===== src/rtl/db_b3check_mch.sv =====
// Multi-channel, time-slot-interleaved B3/V5 BIP and PRBS-15 checker with per-channel
// HUNT/SYNC state and clear-on-read saturating error counters. Option: DB_B3CHK_BITERR_EN.
module db_b3check_mch #(
    parameter int NCH    = 4,
    parameter int CHW    = 2,
    parameter int CNTW   = 16,
    parameter int PKMOD  = 0,
    parameter int SYNCNT = 8,
    parameter int LOSCNT = 3
) (
    input  logic            clk,
    input  logic            rst,
    input  logic [NCH-1:0]  cfgcep,
    input  logic [NCH-1:0]  cfgvc3,
    input  logic [12:0]     cfgb3,
    input  logic            ivld,
    input  logic [CHW-1:0]  ichid,
    input  logic [7:0]      idat,
    input  logic            ij1,
    output logic            oerr,
    output logic [CHW-1:0]  oerrch,
    output logic [NCH-1:0]  osyn,
    input  logic            irden,
    input  logic [CHW-1:0]  irdch,
    output logic            ordvld,
    output logic [CNTW-1:0] ordcnt
);

    typedef enum logic {HUNT = 1'b0, SYNC = 1'b1} sync_t;

    localparam int RUNMAX = (SYNCNT > LOSCNT) ? SYNCNT : LOSCNT;
    localparam int RUNW   = $clog2(RUNMAX + 1);
    localparam logic [CNTW-1:0] CNT_MAX = '1;

`ifdef DB_B3CHK_BITERR_EN
    function automatic logic [3:0] popcnt8(input logic [7:0] v);
        logic [3:0] n;
        n = '0;
        for (int i = 0; i < 8; i++) n = n + {3'b000, v[i]};
        return n;
    endfunction
`endif

    // Frame length derived from the B3/V5 position of the supported container sizes.
    logic [15:0] b3max;
    always_ff @(posedge clk or posedge rst) begin
        if (rst) begin
            b3max <= 16'd37584;
        end else begin
            case (cfgb3)
                13'd86:   b3max <= 16'd765;
                13'd88:   b3max <= 16'd783;
                13'd262:  b3max <= 16'd2349;
                13'd1045: b3max <= 16'd9396;
                default:  b3max <= 16'd37584;
            endcase
        end
    end

    // Per-channel context
    logic [15:0]     fcnt_q  [NCH];
    logic [7:0]      sum_q   [NCH];
    logic [7:0]      lbip_q  [NCH];
    logic [14:0]     prbs_q  [NCH];
    sync_t           fsm_q   [NCH];
    logic [RUNW-1:0] good_q  [NCH];
    logic [RUNW-1:0] bad_q   [NCH];
    logic [CNTW-1:0] ecnt_q  [NCH];
    logic [NCH-1:0]  j1seen_q;

    logic            upd, rd_ok;
    logic [CHW-1:0]  ch, rch;

    logic [15:0]     c_cnt;
    logic [7:0]      c_sum, c_lbip;
    logic [14:0]     c_prbs;
    sync_t           c_fsm;
    logic [RUNW-1:0] c_good, c_bad;
    logic [CNTW-1:0] c_ecnt;
    logic            c_j1s;

    always_comb begin
        upd    = ivld && (32'(ichid) < NCH);
        ch     = upd ? ichid : '0;
        rd_ok  = irden && (32'(irdch) < NCH);
        rch    = rd_ok ? irdch : '0;
        c_cnt  = fcnt_q[ch];
        c_sum  = sum_q[ch];
        c_lbip = lbip_q[ch];
        c_prbs = prbs_q[ch];
        c_fsm  = fsm_q[ch];
        c_good = good_q[ch];
        c_bad  = bad_q[ch];
        c_ecnt = ecnt_q[ch];
        c_j1s  = j1seen_q[ch];
    end

    logic            j1pos, wrap, j1s_nxt, bip_err, prbs_err, err;
    logic [15:0]     cnt_nxt;
    logic [7:0]      sum_nxt, lbip_nxt, b3_mis, prbs_exp;
    logic [1:0]      fold, v5_mis;
    logic [14:0]     prbs_nxt, s;

    always_comb begin
        // NOTE: combinational logic uses blocking '=' so each line sees the results above it;
        // only clocked state uses non-blocking '<='.
        j1pos    = ij1 || (PKMOD == 1 && c_cnt == 16'd1);
        wrap     = !ij1 && (c_cnt >= b3max);
        cnt_nxt  = ij1 ? 16'd2 : (wrap ? 16'd1 : c_cnt + 16'd1);
        j1s_nxt  = ij1 ? 1'b1 : (wrap ? 1'b0 : c_j1s);
        lbip_nxt = j1pos ? c_sum : c_lbip;
        fold     = idat[7:6] ^ idat[5:4] ^ idat[3:2] ^ idat[1:0];
        b3_mis   = idat ^ c_lbip;
        v5_mis   = c_sum[1:0] ^ idat[7:6];
        if (cfgvc3[ch]) begin
            sum_nxt = j1pos ? idat : (c_sum ^ idat);
            bip_err = (c_cnt == {3'b000, cfgb3}) && (b3_mis != 8'h00);
        end else begin
            sum_nxt = {c_sum[7:2], (j1pos ? 2'b00 : c_sum[1:0]) ^ fold};
            bip_err = j1pos && (v5_mis != 2'b00);
        end

        // Bits arrive MSB first; each predicted bit is the XOR of the bits 15 and 14 back.
        prbs_exp = '0;
        s        = c_prbs;
        for (int i = 7; i >= 0; i--) begin
            prbs_exp[i] = s[14] ^ s[13];
            s           = {s[13:0], idat[i]};
        end
        prbs_err = (idat != prbs_exp);
        prbs_nxt = {c_prbs[6:0], idat};
    end

    sync_t           fsm_nxt;
    logic [RUNW-1:0] good_nxt, bad_nxt;

    always_comb begin
        // NOTE: every output gets a default first, so no path can leave one unassigned (no latch).
        fsm_nxt  = c_fsm;
        good_nxt = c_good;
        bad_nxt  = c_bad;
        case (c_fsm)
            HUNT: begin
                if (prbs_err) begin
                    good_nxt = '0;
                end else if (c_good == RUNW'(SYNCNT - 1)) begin
                    fsm_nxt  = SYNC;
                    good_nxt = '0;
                    bad_nxt  = '0;
                end else begin
                    good_nxt = c_good + RUNW'(1);
                end
            end
            SYNC: begin
                if (!prbs_err) begin
                    bad_nxt = '0;
                end else if (c_bad == RUNW'(LOSCNT - 1)) begin
                    fsm_nxt  = HUNT;
                    good_nxt = '0;
                    bad_nxt  = '0;
                end else begin
                    bad_nxt = c_bad + RUNW'(1);
                end
            end
            default: fsm_nxt = HUNT;
        endcase
    end

    logic [3:0]      inc;
    logic [CNTW-1:0] ecnt_base, ecnt_nxt;
    logic [CNTW+3:0] ecnt_add;

    always_comb begin
        err = cfgcep[ch] ? bip_err : (prbs_err && c_fsm == SYNC);
`ifdef DB_B3CHK_BITERR_EN
        inc = cfgcep[ch] ? popcnt8(cfgvc3[ch] ? b3_mis : {6'b000000, v5_mis}) : 4'd1;
`else
        inc = 4'd1;
`endif
        // A read of the same channel clears first, so the increment lands on zero.
        ecnt_base = (rd_ok && rch == ch) ? '0 : c_ecnt;
        ecnt_add  = (CNTW+4)'(ecnt_base) + (CNTW+4)'(inc);
        ecnt_nxt  = (ecnt_add > (CNTW+4)'(CNT_MAX)) ? CNT_MAX : ecnt_add[CNTW-1:0];
    end

    always_ff @(posedge clk or posedge rst) begin
        if (rst) begin
            // NOTE: the context arrays are small flop banks, not RAM, so they reset like any flop.
            for (int i = 0; i < NCH; i++) begin
                fcnt_q[i] <= '0;
                sum_q[i]  <= '0;
                lbip_q[i] <= '0;
                prbs_q[i] <= 15'h7FFF;
                fsm_q[i]  <= HUNT;
                good_q[i] <= '0;
                bad_q[i]  <= '0;
            end
            j1seen_q <= '0;
        end else if (upd) begin
            fcnt_q[ch]   <= cnt_nxt;
            sum_q[ch]    <= sum_nxt;
            lbip_q[ch]   <= lbip_nxt;
            prbs_q[ch]   <= prbs_nxt;
            fsm_q[ch]    <= fsm_nxt;
            good_q[ch]   <= good_nxt;
            bad_q[ch]    <= bad_nxt;
            j1seen_q[ch] <= j1s_nxt;
        end
    end

    always_ff @(posedge clk or posedge rst) begin
        if (rst) begin
            for (int i = 0; i < NCH; i++) ecnt_q[i] <= '0;
        end else begin
            if (rd_ok) ecnt_q[rch] <= '0;
            if (upd && err) ecnt_q[ch] <= ecnt_nxt;
        end
    end

    always_ff @(posedge clk or posedge rst) begin
        if (rst) begin
            oerr   <= 1'b0;
            oerrch <= '0;
            ordvld <= 1'b0;
            ordcnt <= '0;
        end else begin
            oerr   <= upd && err;
            if (upd && err) oerrch <= ch;
            ordvld <= irden;
            if (irden) ordcnt <= rd_ok ? ecnt_q[rch] : '0;
        end
    end

    always_comb begin
        for (int i = 0; i < NCH; i++) begin
            osyn[i] = cfgcep[i] ? j1seen_q[i] : (fsm_q[i] == SYNC);
        end
    end

endmodule


===== config.mk =====
export PLATFORM = sky130hd
export DESIGN_NAME = db_b3check_mch
export DESIGN_NICKNAME = d
export VERILOG_FILES = /design/src/rtl/db_b3check_mch.sv
export SDC_FILE = /design/constraint.sdc
export NUM_CORES = 1
export LEC_CHECK = 0
export CAP_MARGIN = 15
export CORE_MARGIN = 2
export CORE_UTILIZATION = 35
export DETAILED_ROUTE_END_ITERATION = 6
export PLACE_DENSITY = 0.55
export REMOVE_ABC_BUFFERS = 1
export SLEW_MARGIN = 40
export SYNTH_ARGS = -nofsm -noshare
export SYNTH_HDL_FRONTEND = slang
export SYNTH_SLANG_ARGS = --single-unit
export TNS_END_PERCENT = 50

===== constraint.sdc =====
create_clock -name clk -period 16.85 [get_ports clk]
set_clock_uncertainty 0.05 [all_clocks]
set_input_delay 5.055 -clock clk [delete_from_list [all_inputs] [get_ports clk]]
set_output_delay 5.055 -clock clk [all_outputs]
set_load 0.03 [all_outputs]

# After elaboration in Yosys (flattened, before gate mapping)
# Index checks and enable logic that the tools add are counted.
dict set report word_totals {
  ff_bits 328
  latch_bits 0
  ram_bits 0
  mem_bits_ro 0
  input_bits 38
  n_memories 0
}
dict set report op_classes {
  addsub 4
  multipliers 0
  div_mod_pow 0
  magnitude_cmp 8
  n_eq_ne 9
  n_shift 0
  mux 92
  n_bitwise 20
  reduce_logical 12
}
# op count
set ops {}
lappend ops {{$mux 16} 12}
lappend ops {{$bwmux 64} 2}
lappend ops {{$mux 64} 2}
lappend ops {{$bmux 16 s2} 3}
lappend ops {{$and 64x64->64} 1}
lappend ops {{$bwmux 32} 2}
lappend ops {{$demux 16 s2} 2}
lappend ops {{$mux 8} 8}
lappend ops {{$not 64->64} 1}
lappend ops {{$pmux 16 s4} 1}
lappend ops {{$bwmux 60} 1}
lappend ops {{$mux 4} 13}
lappend ops {{$mux 15} 3}
lappend ops {{$bmux 8 s2} 2}
lappend ops {{$bwmux 16} 2}
lappend ops {{$bmux 15 s2} 1}
lappend ops {{$demux 15 s2} 1}
lappend ops {{$eq 13x7->1 const B} 2}
lappend ops {{$mux 1} 19}
lappend ops {{$add 16x1->17 const B} 1}
lappend ops {{$gt 17x16->1 const B} 1}
lappend ops {{$add 16x1->16 const B} 1}
lappend ops {{$bmux 4 s2} 2}
lappend ops {{$demux 8 s2} 1}
lappend ops {{other kinds (29)} 61}

# Longest topological paths before layout
# Gate-level depths: netlist of run 1.
dict set report logic_depth {
  depth_word 12
  mapped_depth 19
}

# Worst setup path before layout of run 1
# No wires, ideal clock.
dict set report synth_path {
  kind {input to output}
  start {input cfgcep[0]}
  end {output osyn[0]}
  arrival_ps 5446
  t_required_ps 11745
  setup_slack_ps 6299
  stages 1
  path_buffers 0
  cell_sequence {mux2_2}
}
dict set report synth_via {
  elab_chain_cells 1
}
# element line_no
set synth_rtl {}
lappend synth_rtl {{from (decl)} 13} ;# input logic [NCH-1:0] cfgcep,
lappend synth_rtl {{$mux 1} 236} ;# osyn[i] = cfgcep[i] ? j1seen_q[i] : (fsm_q[i] == SYNC);
lappend synth_rtl {{to (decl)} 22} ;# output logic [NCH-1:0] osyn,
# No other way between the ends.

# Final worst setup path of run 1
dict set report layout_path {
  start {input cfgcep[1]}
  end {output osyn[1]}
}
# The elaborated chain is that of the path after synthesis.

==> results.toml, run 1 <==
[worst_setup_path]
setup.worst_path.class = "in -> out"
cp.buffers_inverters = 2
cp_dominant_cell_by_count = "clkdlybuf4s50_1"
critPathRequiredTime_ns = 11.74
path_cells = "clkdlybuf4s50_1, mux2_2, clkdlybuf4s50_1"
critical_path.startpoint_type = "input port"
setup_crit_end_kind = "primary output"
slowest_stage = "clkdlybuf4s50_1"
worst_path_dominant_cell_family = "buffers and inverters"
critical_path_arrival_ns = 6.50
worst_path_max_fanout = 2
critical-path-max-stage-delay_ns = 0.60

[cts]
cts.clk_slew.worst_paths_ns = 0.05
htree_levels = 2
clock_latency_ns = 0.56
tritoncts_buffers = 38
root_buf_cell = "clkbuf_16"
post_cts_resized = 0
clock_tree.buffer_depth = 3
post-cts-setup-buffer-count = 0
tritoncts_num_sinks = 323
tritoncts = "built"
cts-hold-fix-buffers = 0

[final_layout]
nNetsFinal = 2052
layout_commonest_cell = "nand2_1"
drive_gt1_share_pct = 12.6
antennaDiodeCount = 0
area_growth_pct = 13.3
final_cell_mix = "402 x nand2_1, 259 x dfrtp_1, 237 x o21ai_0"

[grt]
global_route.usage.total_pct = 21.6
grt_pass1_wl_um = 90800
number_of_antenna_violations_at_the_first_check_in_global_routing = 0
grt_max_degree = 157
first_global_vias = 15233
grt-ovfl-total = 0

[drt]
vias = 15533
wl_um = 57200
detail_route.wl_per_cell_um = 21.2
wl_met3_um = 3450
drt-vias-per-instance = 5.75
residual_drc_count = 0
detailedRoute.firstPassIterationCount = 5
wl_met1_um = 26700
wl_met2_um = 25500
top_layer = "met4"
routed_antenna_nets = 0
drt_iter0_drc = 1330

[synthesis]
synth-warning-count = 0
synth_cells = 2003
syn_area_cell_um2 = 9.05
synth-edff-count = 0
synth_largest_area_cell = "dfrtp_1"
synth-async-reset-ratio_pct = 100
synthFlopType = "dfrtp_1"
post_synth_num_cell_types = 83
cell_area_after_technology_mapping_um2 = 18100
yosysSeqAreaShare_pct = 45.0
area_fraction_of_the_dominant_cell_type_after_synthesis_pct = 35.7
synth-seq-cells = 323
post_synth_main_area_contributors = "dfrtp_1 36%, dfstp_2 9.3%, nand2_1 8.4%, o21ai_0 6.5%, mux2i_1 2.5%"

[die]
initial_utilization_pct = 35.4
width_of_the_die_um = 232
die_span_y_um = 232
num_rows = 83
core_area_um2 = 51300
ios = 62
die_area_um2 = 53700

[timing]
worst-slew-pin-transition_ns = 0.901
tcrit_tclk_final_pct = 68.9
min_period_ns = 11.60
setup_viol = 0
maxSlewHeadroom_pct = 39.6
hold_violations = 0
rsz_0062_raised_after_global_routing = "no"
timing.setup.tns_ns = 0
drv_slew = 0
max_clock_freq_ghz = 0.0862
timing.final.ws_setup_ns = 5.25

[power]
vdd_drop_max_v = 0.0000752
p_per_area_nw_per_um2 = 121
power.static_leakage_nw = 8.83

[worst_hold_path]
type_of_the_most_critical_hold_path = "reg -> reg"

[run_status]
run_status = "finished clean"

[place]
place.gp.congestion = 0.897
dpl.hpwl_um = 35700
post-place-ws_ns = 5.23
io_buffer_count = 61

[job]
drv_cap = 0
## cell usage after synthesis (27+ instances only)
cell type and count:
nand2_1 405, dfrtp_1 259, o21ai_0 237, nor2_1 87, clkbuf_1 84, inv_1 80, a21oi_1 73, dfstp_2 64
mux2i_1 45, o22ai_1 42, mux2_2 39, a22oi_1 36, o211ai_1 35, buf_2 32, a32o_1 30, xnor2_1 29
a32oi_1 27, nand3_1 27
## tightest hold or removal path, delay by kind of cell, from the launching register on
kind | cells | cell delay, ns
and+or+nand+nor | 2 | 0.08
DFF | 1 | 0.36
## routing by layer
| metal | track usage [%] | up-vias |
|---|---|---|
| li1 | - | 7228 |
| met4 | 7.13 | 0 |
| met5 | 0 | - |
| met3 | 2.71 | 96 |
| met1 | 30.9 | 7645 |
| met2 | 33.7 | 564 |
## layout make-up
| type | instances | area, um2 |
|---|---|---|
| Fill cell | 5156 | 30800 |
| Clock buffer | 63 | 1150 |
| Sequential cell | 323 | 8160 |
| Inverter | 83 | 319 |
| Timing Repair Buffer | 95 | 903 |
| Clock inverter | 5 | 86.3 |
| Tap cell | 680 | 851 |
| Multi-Input combinational cell | 1454 | 9070 |
## kinds of logic (layout without fill, tap and decap cells)
logic type / Yosys count / in the layout / share of synthesized area [%]
simple gates: 680 / 680 / 16.9
flops: 323 / 323 / 45.0
xor+xnor: 38 / 38 / 1.84
mux: 102 / 102 / 7.03
fa+ha+maj: 19 / 19 / 1.31
compound gates: 615 / 615 / 22.6
buf+inv: 226 / 246 / 5.27
## power breakdown
part | leakage [nW] | total, mW | internal (mW) | switching [mW]
registers | 3.94 | 1.04 | 0.940 | 0.100
logic | 4.28 | 0.618 | 0.246 | 0.373
clock network | 0.607 | 0.833 | 0.497 | 0.336
total | 8.83 | 2.49 | 1.68 | 0.809
## state kept, by name, summed over array words and instances, names as in the netlist, 11 cells and up
| name | count |
|---|---|
| good_q | 16 |
| lbip_q | 32 |
| fcnt_q | 64 |
| ordcnt | 16 |
| prbs_q | 60 |
| sum_q | 32 |
| b3max | 11 |
| ecnt_q | 64 |
| bad_q | 16 |
## per-stage QoR
step	cells	cell area (um2)	util, %	hold WS [ns]	power [mW]
2_1_floorplan	1860	17500	-	0.385	1.45
3_3_place_gp	2632	19200	37.5	0.388	1.65
3_5_place_dp	2633	19300	37.6	0.392	1.67
4_1_cts	2701	20500	40.0	0.401	2.51
5_1_grt	2703	20600	40.1	0.409	2.63
6_report	2703	20600	40.1	0.400	2.49
## final timing paths
path / end / cells after the start / from / slack, ns
setup / recovery: osyn[1] / 3 / cfgcep[1] / 5.25
hold / removal: prbs_q[28]$_DFFE_PP1P_ / 2 / prbs_q[20]$_DFFE_PP1P_ / 0.40
setup reg to reg: fcnt_q[19]$_DFFE_PP0P_ / 14 / fcnt_q[9]$_DFFE_PP0P_ / 12.49
hold reg to reg: prbs_q[28]$_DFFE_PP1P_ / 2 / prbs_q[20]$_DFFE_PP1P_ / 0.40
max in group asynchronous: lbip_q[29]$_DFFE_PP0P_ / 5 / rst / 9.86
min in group asynchronous: ordcnt[0]$_DFFE_PP0P_ / 2 / rst / 4.95
(Power assumes the default switching activity.)
==> run 2: changes to the inputs <==
clock period = 11 ns   (was 16.85 ns; I/O delays follow)
==> run 2 against run 1 <==
- combinational power is 54% higher
- register-to-register slack worse by 5.4 ns
- cell area hardly changed
- sequential power is 54% higher
- sequential share of layout area hardly changed
- critical path depth stayed put
- flip-flop and latch count stayed put
- clock power is 51% higher
- clock-buffer cell count is 8 lower
- power is 53% higher
- core utilization hardly changed
- largest cell class unchanged
==> results.toml, run 2 (synthesis results as in run 1) <==
[run_status]
run_status = "finished clean"

[drt]
wl_um = 57700
residual_drc_count = 0
detailedRoute.firstPassIterationCount = 5
routed_antenna_nets = 0
drt_iter0_drc = 1350
detail_route.wl_per_cell_um = 21.4
drt-vias-per-instance = 5.76
vias = 15576

[cts]
cts.clk_slew.worst_paths_ns = 0.06
post-cts-setup-buffer-count = 0
clock_tree.buffer_depth = 3
cts-hold-fix-buffers = 0
tritoncts_num_sinks = 323
tritoncts = "built"
post_cts_resized = 0
tritoncts_buffers = 38
root_buf_cell = "clkbuf_16"
clock_latency_ns = 0.56
htree_levels = 2

[final_layout]
final_cell_mix = "401 x nand2_1, 259 x dfrtp_1, 237 x o21ai_0"
largestRegisters = "ecnt_q (64), fcnt_q (64), prbs_q (60)"
nNetsFinal = 2052
area_growth_pct = 13.2
antennaDiodeCount = 0
fin_util_pct = 40.0
drive_gt1_share_pct = 13.0
num-fill-cells = 5146
layout_commonest_cell = "nand2_1"

[timing]
rsz_0062_raised_after_global_routing = "no"
timing.final.ws_setup_ns = 2.87
tcrit_tclk_final_pct = 73.9
min_period_ns = 8.13
drv_slew = 0
worst-slew-pin-transition_ns = 0.884
maxSlewHeadroom_pct = 41.1
max_clock_freq_ghz = 0.123
hold_violations = 0
final_hold_slack_ns = 0.400
setup_viol = 0

[power]
vdd_drop_max_v = 0.000120
power.static_leakage_nw = 8.82
clock_network_power_share_pct = 33.0
intPower_mw = 2.56
net-switching-power_mw = 1.26
combinationalPowerShare_pct = 24.9
power.switching_fraction_pct = 33.0
p_per_area_nw_per_um2 = 186
power_frac_seq_pct = 42.0

[worst_setup_path]
worst_r2r_path_depth = 12
setup_crit_end_kind = "primary output"
timing.critical_path.from = "cfgcep[0]"
critPathRequiredTime_ns = 7.65
critical_path.startpoint_type = "input port"
critical_path_arrival_ns = 4.78
worst_path_max_fanout = 3
setup.worst_path.class = "in -> out"
timing.rr.start = "fcnt_q[55]$_DFFE_PP0P_"

[job]
drv_cap = 0

[die]
ios = 62
initial_utilization_pct = 35.4
core_area_um2 = 51300
die_area_um2 = 53700
width_of_the_die_um = 232
num_rows = 83
die_span_y_um = 232

[grt]
global_route.usage.total_pct = 21.7
number_of_antenna_violations_at_the_first_check_in_global_routing = 0
grt-ovfl-total = 0
first_global_vias = 15205
grt_pass1_wl_um = 91300
grt_max_degree = 97

[place]
dpl.hpwl_um = 37400
place.gp.congestion = 0.914
post-place-ws_ns = 2.81
io_buffer_count = 61

[worst_hold_path]
whs_path_depth = 2
hold_path.startpoint = "prbs_q[31]$_DFFE_PP1P_"
type_of_the_most_critical_hold_path = "reg -> reg"
run 2: changes by cell type in the layout (fill, tap and decap cells not counted), sizes merged:
cell and delta:
clkbuf -9, clkinv +5, clkinvlp +2, buf +1
inv +1
run 2: worst max-delay path, stage by stage:
cell and delay (ns):
clkdlybuf4s50_1 0.54, mux2_2 0.35, clkdlybuf4s50_1 0.59
run 2: stage by stage:
step           instances  instance area, um2  setup TNS [ns]  power (mW)
3_3_place_gp        2633               19200               0        2.54
2_1_floorplan       1860               17500         -307.02        2.22
3_5_place_dp        2635               19300               0        2.57
5_1_grt             2703               20500               0        4.04
4_1_cts             2703               20500               0        3.85
6_report            2703               20500               0        3.82
run 2: power groups by stage:
stage / Clock [mW] / Sequential [mW] / Combinational, mW
after detailed placement: 0 / 1.62 / 0.949
after global placement: 0 / 1.61 / 0.931
after global routing: 1.35 / 1.63 / 1.06
final: 1.26 / 1.60 / 0.952
after CTS: 1.29 / 1.60 / 0.952
after floorplan: 0 / 1.61 / 0.615
run 2: area by class of cell:
| class | count | area [um2] | area share [%] |
|---|---|---|---|
| multi-input combinational | 1454 | 9090 | 44.3 |
| sequential | 323 | 8160 | 39.8 |
| clock buffer | 55 | 1100 | 5.34 |
| timing repair buffer | 95 | 887 | 4.32 |
| tap | 680 | 851 | 4.14 |
| inverter | 83 | 319 | 1.55 |
| clock inverter | 13 | 128 | 0.621 |
run 2: path summary, 6_finish.rpt:
path / to / slack, ns
max: osyn[0] / 2.87
max reg2reg: fcnt_q[22]$_DFFE_PP0P_ / 7.07
max in group asynchronous: prbs_q[42]$_DFFE_PP1P_ / 6.40
min: prbs_q[39]$_DFFE_PP1P_ / 0.40
min reg2reg: prbs_q[39]$_DFFE_PP1P_ / 0.40
min in group asynchronous: ordcnt[5]$_DFFE_PP0P_ / 3.17
run 2: per-layer routing:
layer	up-vias	wire length, um	global-route usage [%]
li1	7239	-	-
met1	7656	26200	30.4
met2	568	26600	34.4
met3	113	3460	3.17
met4	0	1520	7.21
met5	-	0	0
